--- config.mk ---
export PLATFORM = sky130hd
export DESIGN_NAME = bus_arbiter8
export DESIGN_NICKNAME = d
export VERILOG_FILES = /design/src/rtl/bus_arbiter8.sv
export SDC_FILE = /design/constraint.sdc
export NUM_CORES = 1
export LEC_CHECK = 0
export CAP_MARGIN = 25
export CORE_AREA = 4 4 111 113
export DETAILED_ROUTE_END_ITERATION = 10
export DIE_AREA = 0 0 115 117
export PLACE_DENSITY = 0.8
export REMOVE_ABC_BUFFERS = 1
export SKIP_CTS_REPAIR_TIMING = 1
export SKIP_LAST_GASP = 1
export SLEW_MARGIN = 0
export SYNTH_ARGS = -nofsm -noshare
export SYNTH_HDL_FRONTEND = slang
export SYNTH_SLANG_ARGS = --single-unit
--- constraint.sdc ---
create_clock -name CLK -period 6.2 [get_ports CLK]
set_input_delay 0.62 -clock CLK [delete_from_list [all_inputs] [get_ports CLK]]
set_output_delay 0.62 -clock CLK [all_outputs]
set_load 0.005 [all_outputs]
--- src/rtl/bus_arbiter8.sv ---
// Round-robin arbiter/sequencer steering eight 16-bit requesters onto one registered bus.
// Owners keep the path for a burst; release re-arbitrates in the same cycle so grants are bubble-free.
module bus_arbiter8 #(
  parameter int MAX_BURST = 16
) (
  input  logic         CLK,
  input  logic         RESET,
  input  logic [7:0]   REQ,
  input  logic [7:0]   LAST,
  input  logic [127:0] DIN,
  output logic [7:0]   GNT,
  output logic [2:0]   SEL,
  output logic [15:0]  OUT,
  output logic         VALID,
  output logic         BUSY
);

  typedef enum logic {IDLE, OWN} state_t;

  state_t      state_q, state_d;
  logic [7:0]  gnt_q, gnt_d;
  logic [2:0]  sel_q, sel_d;
  logic [15:0] out_q, out_d;
  logic        valid_q, valid_d;
  logic [2:0]  ptr_q, ptr_d;
  logic [7:0]  cnt_q, cnt_d;

  logic [2:0]  owner;
  logic [15:0] lane;
  logic        xfer;
  logic        burst_end;
  logic [3:0]  idle_win;
  logic [3:0]  rel_win;

  // Returns {found, index} of the first requester scanning ptr, ptr+1, ... mod 8.
  function automatic logic [3:0] arb(input logic [7:0] req, input logic [2:0] ptr);
    logic [3:0] r;
    logic [2:0] idx;
    r = 4'b0;
    for (int k = 7; k >= 0; k--) begin
      idx = ptr + 3'(k);
      if (req[idx]) r = {1'b1, idx};
    end
    return r;
  endfunction

  assign owner     = sel_q;
  assign lane      = DIN[{owner, 4'b0000} +: 16];
  assign xfer      = REQ[owner];
  assign burst_end = ({1'b0, cnt_q} + 9'd1) == 9'(MAX_BURST);
  assign idle_win  = arb(REQ, ptr_q);
  // The releasing owner sits last in this scan, so it only wins when nobody else asks.
  assign rel_win   = arb(REQ, owner + 3'd1);

  always_comb begin
    state_d = state_q;
    gnt_d   = gnt_q;
    sel_d   = sel_q;
    out_d   = out_q;
    valid_d = 1'b0;
    ptr_d   = ptr_q;
    cnt_d   = cnt_q;
    case (state_q)
      IDLE: begin
        if (idle_win[3]) begin
          state_d = OWN;
          gnt_d   = 8'b0000_0001 << idle_win[2:0];
          sel_d   = idle_win[2:0];
          cnt_d   = 8'd0;
        end
      end
      OWN: begin
        if (xfer) begin
          out_d   = lane;
          valid_d = 1'b1;
        end
        if (!xfer || LAST[owner] || burst_end) begin
          ptr_d = owner + 3'd1;
          cnt_d = 8'd0;
          if (rel_win[3]) begin
            gnt_d = 8'b0000_0001 << rel_win[2:0];
            sel_d = rel_win[2:0];
          end else begin
            state_d = IDLE;
            gnt_d   = 8'd0;
          end
        end else begin
          cnt_d = cnt_q + 8'd1;
        end
      end
    endcase
  end

  always_ff @(posedge CLK or posedge RESET) begin
    if (RESET) begin
      state_q <= IDLE;
      gnt_q   <= 8'd0;
      sel_q   <= 3'd0;
      out_q   <= 16'd0;
      valid_q <= 1'b0;
      ptr_q   <= 3'd0;
      cnt_q   <= 8'd0;
    end else begin
      state_q <= state_d;
      gnt_q   <= gnt_d;
      sel_q   <= sel_d;
      out_q   <= out_d;
      valid_q <= valid_d;
      ptr_q   <= ptr_d;
      cnt_q   <= cnt_d;
    end
  end

  assign GNT   = gnt_q;
  assign SEL   = sel_q;
  assign OUT   = out_q;
  assign VALID = valid_q;
  assign BUSY  = (state_q == OWN);

endmodule

==> impl_metrics.ini, run 1 <==
[outcome]
outcome = completed

[timing]
period_minus_slack_ns = 4.11
fin_ws_ns = 2.09
hold_viol_final = 0
timing.final.setup_violations = 0
finalSetupTns_ns = 0
rsz0062_at_grt = no
worst_slew_pin_slew_ns = 0.906
relSlewSlack_pct = 39.6
fin_skew_ns = 0.00658
whs_ns = 0.480
min_period_over_period_pct = 66.4
fmax_ghz = 0.243
slew_violations = 0

[drt]
first_pass_iters = 5
antenna_left = 0
wl_per_cell_um = 19.4
drc_errors = 0
first_iter_violations = 284
vias = 4606
totalWireLength_um = 14500
avgViaCountPerCell = 6.15

[cells_and_area]
final_common_cell = clkdlybuf4s50_1
nNetsFinal = 755
areaGrowthSynthToFinish_pct = 42.1
layout_common_cells = clkdlybuf4s50_1 (174), mux4_2 (52), nand2_1 (46)
fill_cells = 983
drive_gt1_share_pct = 14.0
fin_cells = 749
final_util_pct = 57.7

[synth]
synth_top_area_share_pct = 25.5
synth_xor_area_share_pct = 2.64
synth_fa_ha_area_share_pct = 1.36
postSynthCellCount = 459
synth_cell_type_count = 73
synth-compound-area-share_pct = 17.8
ys.flop_type = dfrtp_1
syn_area_per_cell_um2 = 10.0
synth.cell_area_mm2 = 0.00460
muxShareOfSynthArea_pct = 36.7
synth-seq-area-share_pct = 21.8
synth_largest_area_cell = mux4_2
synth-edff-count = 0
ys_ff_latch = 40
synthArstFlopShare_pct = 100
ys_warn_count = 0
synthSimpleGateAreaFrac_pct = 14.1
synth_top_family_by_area = multiplexers
synth_area_leaders = mux4_2 (25%), dfrtp_1 (22%), mux2i_1 (7.6%)

[clock_network]
clock_latency_ns = 0.28
clock_sinks = 40
clockRootBuffer = clkbuf_16
path_clk_slew_ns = 0.06
numCtsBuffers = 5
clockBufferDepth = 2
h-tree-depth = 2
tritoncts = built

[global_route]
overflow = 0
grt_max_degree = 57
grt_use_total_pct = 21.1
antenna_found_initial = 0
grt_pass1_vias = 4529
grt_pass1_wl_um = 22600

[place]
gp_congestion = 0.902
hpwl_um = 11400
placed_cells = 739
dp_slack_ns = 2.16
port_buffers = 174

[setup_path]
crit_chain = inv_1 > ha_1 > mux4_1 > mux2_4 > a311o_1 > nor4_4 > and3b_1 > nand4_1 > o21ai_0
required_ns = 6.34
critical-path-max-stage-delay_ns = 0.71
rrSetupSlack_ns = 2.09
critical_path_class = reg2reg
r2r-end = GNT[7]$_DFFE_PP0P_
timing.rr.start = ptr_q[1]$_DFFE_PP0P_
r2r_cells = 9
cp.arrival_ns = 4.25
cp-startpoint = ptr_q[1]$_DFFE_PP0P_
end_kind = flip-flop
crit_fanout = 20
cpMaxStageDelayCell = dfrtp_1
crit_path_start_kind = flip-flop

[floorplan]
core_mm2 = 0.0113
core.rowCount = 39
die_w_um = 115
start_util_pct = 40.6
ios = 175
die_h_um = 117
dieArea_mm2 = 0.0135

[worst_hold_path]
min_delay_path_depth = 2
min_path_type = reg2reg
hold_end = OUT[11]$_DFFE_PP0P_
hold_start = OUT[11]$_DFFE_PP0P_

[power]
power_density_mw_per_mm2 = 566
vdd_drop_max_mv = 0.306
p_leak_uw = 0.00249

[flow_run]
maxCapViolations = 0
-- how the worst max path moves through the flow --
stage | end | slack [ns]
after floorplan | SEL[2]$_DFFE_PP0P_ | 1.08
after global placement | GNT[1]$_DFFE_PP0P_ | 2.30
after detailed placement | GNT[7]$_DFFE_PP0P_ | 2.16
after CTS | GNT[7]$_DFFE_PP0P_ | 2.16
after global routing | GNT[7]$_DFFE_PP0P_ | 1.74
final | GNT[7]$_DFFE_PP0P_ | 2.09
-- metrics by stage --
step	area (um2)	total power, uW
5_1_grt	6530	4000
3_5_place_dp	6350	3360
4_1_cts	6520	3670
2_1_floorplan	4390	2590
6_report	6540	3700
3_3_place_gp	6350	3310
-- area by class of cell --
cell class / count / area, um2 / share of cell area (%)
clock inverter: 2 / 35.0 / 0.536
antenna: 1 / 2.50 / 0.0383
inverter: 15 / 56.3 / 0.861
sequential: 40 / 1000 / 15.4
multi-input combinational: 362 / 3340 / 51.0
timing repair buffer: 180 / 1790 / 27.5
tap: 143 / 179 / 2.74
clock buffer: 6 / 129 / 1.97
-- synth_stat cells, types with 3 or more instances --
cell type,count
nand3b_1,3
dfrtp_1,40
clkbuf_1,21
o31ai_1,6
o22ai_1,3
ha_1,5
nor3_1,4
buf_4,6
nand3_1,11
mux2i_1,35
nor2_1,16
nand2_1,46
o211ai_1,7
o21bai_1,3
and2_1,3
o221ai_1,4
a32oi_1,4
a21oi_1,14
nand4_1,4
nand2b_1,7
mux4_2,52
mux2_2,10
a311oi_1,3
a31oi_1,5
buf_1,3
o21ai_0,42
inv_1,15
nor2b_1,3
nor4_1,11
and3_1,3
buf_2,10
o311ai_1,4
xor2_1,3
-- where the power goes --
part / internal [uW] / switching (uW) / leakage [uW]
registers: 376 / 111 / 0.000503
clock network: 189 / 102 / 0.0000808
logic: 1370 / 1550 / 0.00191
total: 1940 / 1760 / 0.00249
-- layer usage --
| metal | global-route usage (%) | up-vias | share of wire (%) |
|---|---|---|---|
| met5 | 0 | - | 0 |
| met4 | 6.57 | 0 | 2.7 |
| met3 | 4.83 | 26 | 7.7 |
| met2 | 38.6 | 253 | 53 |
| met1 | 24.5 | 2222 | 36 |
| li1 | - | 2105 | - |
-- registers in the layout, indices dropped and copies added (netlist names) --
signal / cells
OUT: 16
GNT: 8
cnt_q: 8
SEL: 3
ptr_q: 3
BUSY: 1
VALID: 1
-- cell families after synthesis --
kind of cell	after synthesis
AND/OR/NAND/NOR	125
AO/OA/AOI/OAI	123
XOR/XNOR	9
adder cells (fa/ha/maj)	5
flip-flops	40
multiplexers	100
buffers and inverters	57
-- critical path, delay by kind of cell (launching register included) --
family	cells	cell delay, ns
buffers and inverters	1	0.31
multiplexers	2	0.78
AND/OR/NAND/NOR	3	1.01
flip-flops	1	0.71
adder cells (fa/ha/maj)	1	0.65
AO/OA/AOI/OAI	2	0.51
No activity file was read; power rests on OpenSTA's default activity.
==> run 2: changes to the inputs <==
==> constraint.sdc (replaced) <==
create_clock -name CLK -period 4.2 [get_ports CLK]
set_input_delay 0.42 -clock CLK [delete_from_list [all_inputs] [get_ports CLK]]
set_output_delay 0.42 -clock CLK [all_outputs]
set_load 0.005 [all_outputs]
==> run 2 against run 1 <==
  * Die area did not move
  * Sequential share of layout area fell by 0.12 points
  * Sequential power rose by 44%
  * Largest power group unchanged
  * Register-to-register slack got worse by 1.5 ns
  * Critical path depth rose by 1
  * Total power rose by 50%
  * Design area rose by 0.80%
  * Utilization rose by 0.46 points
  * Flip-flop and latch count did not move
==> impl_metrics.ini, run 2 (synthesized netlist as in run 1, its figures left out) <==
[timing]
fmax_ghz = 0.273
rsz0062_at_grt = no
slew_violations = 0
timing.final.setup_violations = 0
finalSetupTns_ns = 0
fin_skew_ns = 0.00646
hold_viol_final = 0
relSlewSlack_pct = 40.3
min_period_over_period_pct = 87.1
whs_ns = 0.483
period_minus_slack_ns = 3.66
worst_slew_pin_slew_ns = 0.896

[drt]
vias = 4596
avgViaCountPerCell = 6.06
wl_per_cell_um = 19.3
first_pass_iters = 5
antenna_left = 0
first_iter_violations = 347
totalWireLength_um = 14700
drc_errors = 0

[cells_and_area]
layout_common_cells = clkdlybuf4s50_1 (174), mux4_2 (52), nand2_1 (46)
final_common_cell = clkdlybuf4s50_1
areaGrowthSynthToFinish_pct = 43.2
final_util_pct = 58.2
largest_register_ffs = 16
nNetsFinal = 761
drive_gt1_share_pct = 15.1

[clock_network]
clockBufferDepth = 2
clock_latency_ns = 0.29
clock_sinks = 40
clockRootBuffer = clkbuf_16
numCtsBuffers = 5
path_clk_slew_ns = 0.07
h-tree-depth = 2
tritoncts = built

[power]
power_density_mw_per_mm2 = 841
p_leak_uw = 0.00252
vdd_drop_max_mv = 0.388
power_uw = 5540

[setup_path]
r2r-end = SEL[1]$_DFFE_PP0P_
cp-startpoint = SEL[0]$_DFFE_PP0P_
critical_path_class = reg2reg
crit_end = SEL[1]$_DFFE_PP0P_
end_kind = flip-flop
required_ns = 4.40
crit_fanout = 16
crit_path_start_kind = flip-flop
cp.arrival_ns = 3.85
rrSetupSlack_ns = 0.54
timing.rr.start = SEL[0]$_DFFE_PP0P_
r2r_cells = 10

[floorplan]
ios = 175
die_w_um = 115
die_h_um = 117
core_mm2 = 0.0113
core.rowCount = 39
dieArea_mm2 = 0.0135
start_util_pct = 40.6

[place]
hpwl_um = 11600
port_buffers = 174
gp_congestion = 0.870

[global_route]
grt_pass1_wl_um = 22900
antenna_found_initial = 4
overflow = 0
grt_max_degree = 41
grt_pass1_vias = 4554
grt_use_total_pct = 21.3

[outcome]
outcome = completed

[flow_run]
maxCapViolations = 0

[worst_hold_path]
min_path_type = reg2reg
[run 2: cell count changes in the layout (fill, tap and decap cells not counted)]
cell and delta:
buf_4 +7, buf_8 -1, clkbuf_1 -1, clkinv_2 -1, clkinvlp_4 +1, diode_2 +3
inv_6 +1
[run 2: metrics by stage]
stage               cells  setup slack, ns  instance area, um2
floorplan             417           -0.920                4390
CTS                   754            0.617                6580
global route          758            0.361                6590
global placement      746            0.776                6410
detailed placement    746            0.677                6410
finish                758            0.541                6590
[run 2: area by class of cell]
class,count,area (um2)
multi-input combinational,362,3340
antenna,4,10.0
timing repair buffer,186,1830
tap,143,179
clock buffer,5,125
sequential,40,1000
fill,930,4730
inverter,15,56.3
clock inverter,3,46.3
[run 2: worst min path at each step]
stage | startpoint | to | slack (ns) | cells past startpoint
after floorplan | OUT[0]$_DFFE_PP0P_ | OUT[0]$_DFFE_PP0P_ | 0.47 | 2
after global placement | OUT[9]$_DFFE_PP0P_ | OUT[9]$_DFFE_PP0P_ | 0.46 | 2
after detailed placement | OUT[9]$_DFFE_PP0P_ | OUT[9]$_DFFE_PP0P_ | 0.47 | 2
after CTS | OUT[9]$_DFFE_PP0P_ | OUT[9]$_DFFE_PP0P_ | 0.48 | 2
after global routing | OUT[9]$_DFFE_PP0P_ | OUT[9]$_DFFE_PP0P_ | 0.50 | 2
final | OUT[8]$_DFFE_PP0P_ | OUT[8]$_DFFE_PP0P_ | 0.48 | 2
[run 2: routing by layer]
layer  vias up  routed length, um  GRT usage, %
li1       2115                  -             -
met1      2204               5480          26.2
met2       247               7550          36.5
met3        30               1210          4.68
met4         0                426          8.61
met5         -                  0             0
[run 2: critical path, cell delays in order, from the launching register on]
cell and delay (ns):
dfrtp_4 0.41, inv_1 0.06, ha_1 0.71, mux4_2 0.72, nor4_1 0.36, nor4_1 0.11, or2_1 0.25, nand4b_1 0.25
and3b_1 0.31, nand3_2 0.15, nor2b_1 0.23
[run 2: report_power, final]
| part | total, uW | internal, uW | switching, uW |
|---|---|---|---|
| sequential | 702 | 555 | 148 |
| clock | 454 | 283 | 172 |
| combinational | 4390 | 2050 | 2340 |
==> run 3: changes to the inputs <==
--- a/config.mk
+++ b/config.mk
@@ -6,10 +6,10 @@
 export NUM_CORES = 1
 export LEC_CHECK = 0
 export CAP_MARGIN = 25
-export CORE_AREA = 4 4 111 113
+export CORE_AREA = 4 4 117 119
 export DETAILED_ROUTE_END_ITERATION = 10
-export DIE_AREA = 0 0 115 117
-export PLACE_DENSITY = 0.8
+export DIE_AREA = 0 0 121 123
+export PLACE_DENSITY = 0.73
 export REMOVE_ABC_BUFFERS = 1
 export SKIP_CTS_REPAIR_TIMING = 1
 export SKIP_LAST_GASP = 1
==> constraint.sdc (replaced) <==
create_clock -name CLK -period 4.5 [get_ports CLK]
set_input_delay 0.45 -clock CLK [delete_from_list [all_inputs] [get_ports CLK]]
set_output_delay 0.45 -clock CLK [all_outputs]
set_load 0.005 [all_outputs]
==> run 3 against run 2 <==
  * Total power fell by 7.3%
  * Register-to-register slack improved by 0.11 ns
  * Fmax fell by 4.9%
  * Clock skew fell by 0.0030 ns
  * Utilization fell by 5.8 points
==> impl_metrics.ini, run 3 (synthesized netlist as in run 1, its figures left out) <==
[outcome]
outcome = completed

[place]
placed_area_mm2 = 0.00641
dp_slack_ns = 0.733
gp_congestion = 0.940
hpwl_um = 11900
port_buffers = 174
placed_cells = 771

[cells_and_area]
drive_gt1_share_pct = 14.5
final_util_pct = 52.4
largest_register_ffs = 16
finalInstanceArea_mm2 = 0.00659
areaGrowthSynthToFinish_pct = 43.2
fin_cells = 780
final_common_cell = clkdlybuf4s50_1
layout_common_cells = clkdlybuf4s50_1 (174), mux4_2 (52), nand2_1 (46)
nNetsFinal = 757

[global_route]
overflow = 0
grt_pass1_vias = 4748
grt_pass1_wl_um = 23500
top_usage_layer = met2
met1_usage_pct = 23.2
grt_max_degree = 45
grt_use_total_pct = 19.5
antenna_found_initial = 0
grt_use_met2_pct = 35.8
grt_use_met3_pct = 4.07

[floorplan]
dieArea_mm2 = 0.0149
ios = 175
die_w_um = 121
core_mm2 = 0.0126
core.rowCount = 41
die_h_um = 123
start_util_pct = 36.6

[timing]
fin_ws_ns = 0.653
relSlewSlack_pct = 40.8
timing.final.setup_violations = 0
min_period_over_period_pct = 85.5
worst_slew_pin_slew_ns = 0.888
period_minus_slack_ns = 3.85
rsz0062_at_grt = no
whs_ns = 0.479
fin_skew_ns = 0.00350
hold_viol_final = 0
slew_violations = 0
fmax_ghz = 0.260

[clock_network]
path_clk_slew_ns = 0.06
clock_sinks = 40
tritoncts = built
clockBufferDepth = 2
clockRootBuffer = clkbuf_16
clock_latency_ns = 0.29
numCtsBuffers = 5
h-tree-depth = 2

[drt]
wl_per_cell_um = 19.3
totalWireLength_um = 15100
first_iter_violations = 546
avgViaCountPerCell = 5.96
drc_errors = 0
vias = 4646
first_pass_iters = 5
antenna_left = 0

[setup_path]
crit_path_start_kind = flip-flop
cp_common_cell = nor4_1
critical-path-max-stage-delay_ns = 0.70
cpMaxStageDelayCell = mux4_2
critical_path_class = reg2reg
required_ns = 4.66
cp.arrival_ns = 4.01
end_kind = flip-flop
crit_buf_inv = 1
crit_chain = inv_1 > ha_1 > mux4_2 > nor4_1 > nor4_1 > or2_1 > nand4b_1 > and3b_1 > nand4_1 > o211ai_1
crit_fanout = 15
crit_family = simple AND/OR/NAND/NOR gates

[power]
power_density_mw_per_mm2 = 780
p_leak_uw = 0.00250
vdd_drop_max_mv = 0.314

[worst_hold_path]
min_path_type = reg2reg

[flow_run]
maxCapViolations = 0
run 3: cell types whose count changed in the layout (fill, tap and decap cells not counted), sizes merged:
| cell | delta |
|---|---|
| buf | -4 |
| diode | -3 |
run 3: path summary, 6_finish.rpt:
| check | depth (start not counted) | slack (ns) | startpoint | end |
|---|---|---|---|---|
| min in group asynchronous | 3 | 0.60 | RESET | OUT[12]$_DFFE_PP0P_ |
| hold reg to reg | 2 | 0.48 | OUT[13]$_DFFE_PP0P_ | OUT[13]$_DFFE_PP0P_ |
| setup / recovery | 10 | 0.65 | SEL[0]$_DFFE_PP0P_ | GNT[6]$_DFFE_PP0P_ |
| max in group asynchronous | 3 | 3.51 | RESET | SEL[0]$_DFFE_PP0P_ |
| hold / removal | 2 | 0.48 | OUT[13]$_DFFE_PP0P_ | OUT[13]$_DFFE_PP0P_ |
| setup reg to reg | 10 | 0.65 | SEL[0]$_DFFE_PP0P_ | GNT[6]$_DFFE_PP0P_ |
run 3: per-layer routing:
layer | up-vias | share of wire, % | wire length (um)
met5 | - | 0 | 0
met4 | 0 | 2.6 | 389
met3 | 37 | 7.3 | 1100
li1 | 2114 | - | -
met1 | 2239 | 38 | 5660
met2 | 256 | 53 | 7920
run 3: through the flow:
stage               TNS [ns]  power (uW)
CTS                        0        5100
detailed placement         0        4660
global placement           0        4540
floorplan              -6.09        3570
finish                     0        5140
global route               0        5520
run 3: cell type report:
cell class,count,area [um2]
antenna,1,2.50
clock buffer,5,125
clock inverter,3,46.3
fill,1117,5980
inverter,15,56.3
multi-input combinational,362,3340
sequential,40,1000
tap,172,215
timing repair buffer,182,1800
run 3: where the power goes:
part           internal [uW]  total (uW)  switching (uW)
Clock                    264         421             157
Combinational           1900        4020            2130
Sequential               518         695             177
Total                   2680        5140            2460
run 3: worst reg2reg max path, cell delays in order, from the launching register on:
cell and delay (ns):
dfrtp_4 0.59, inv_1 0.12, ha_1 0.67, mux4_2 0.70
nor4_1 0.35, nor4_1 0.15, or2_1 0.26, nand4b_1 0.24
and3b_1 0.31, nand4_1 0.21, o211ai_1 0.14
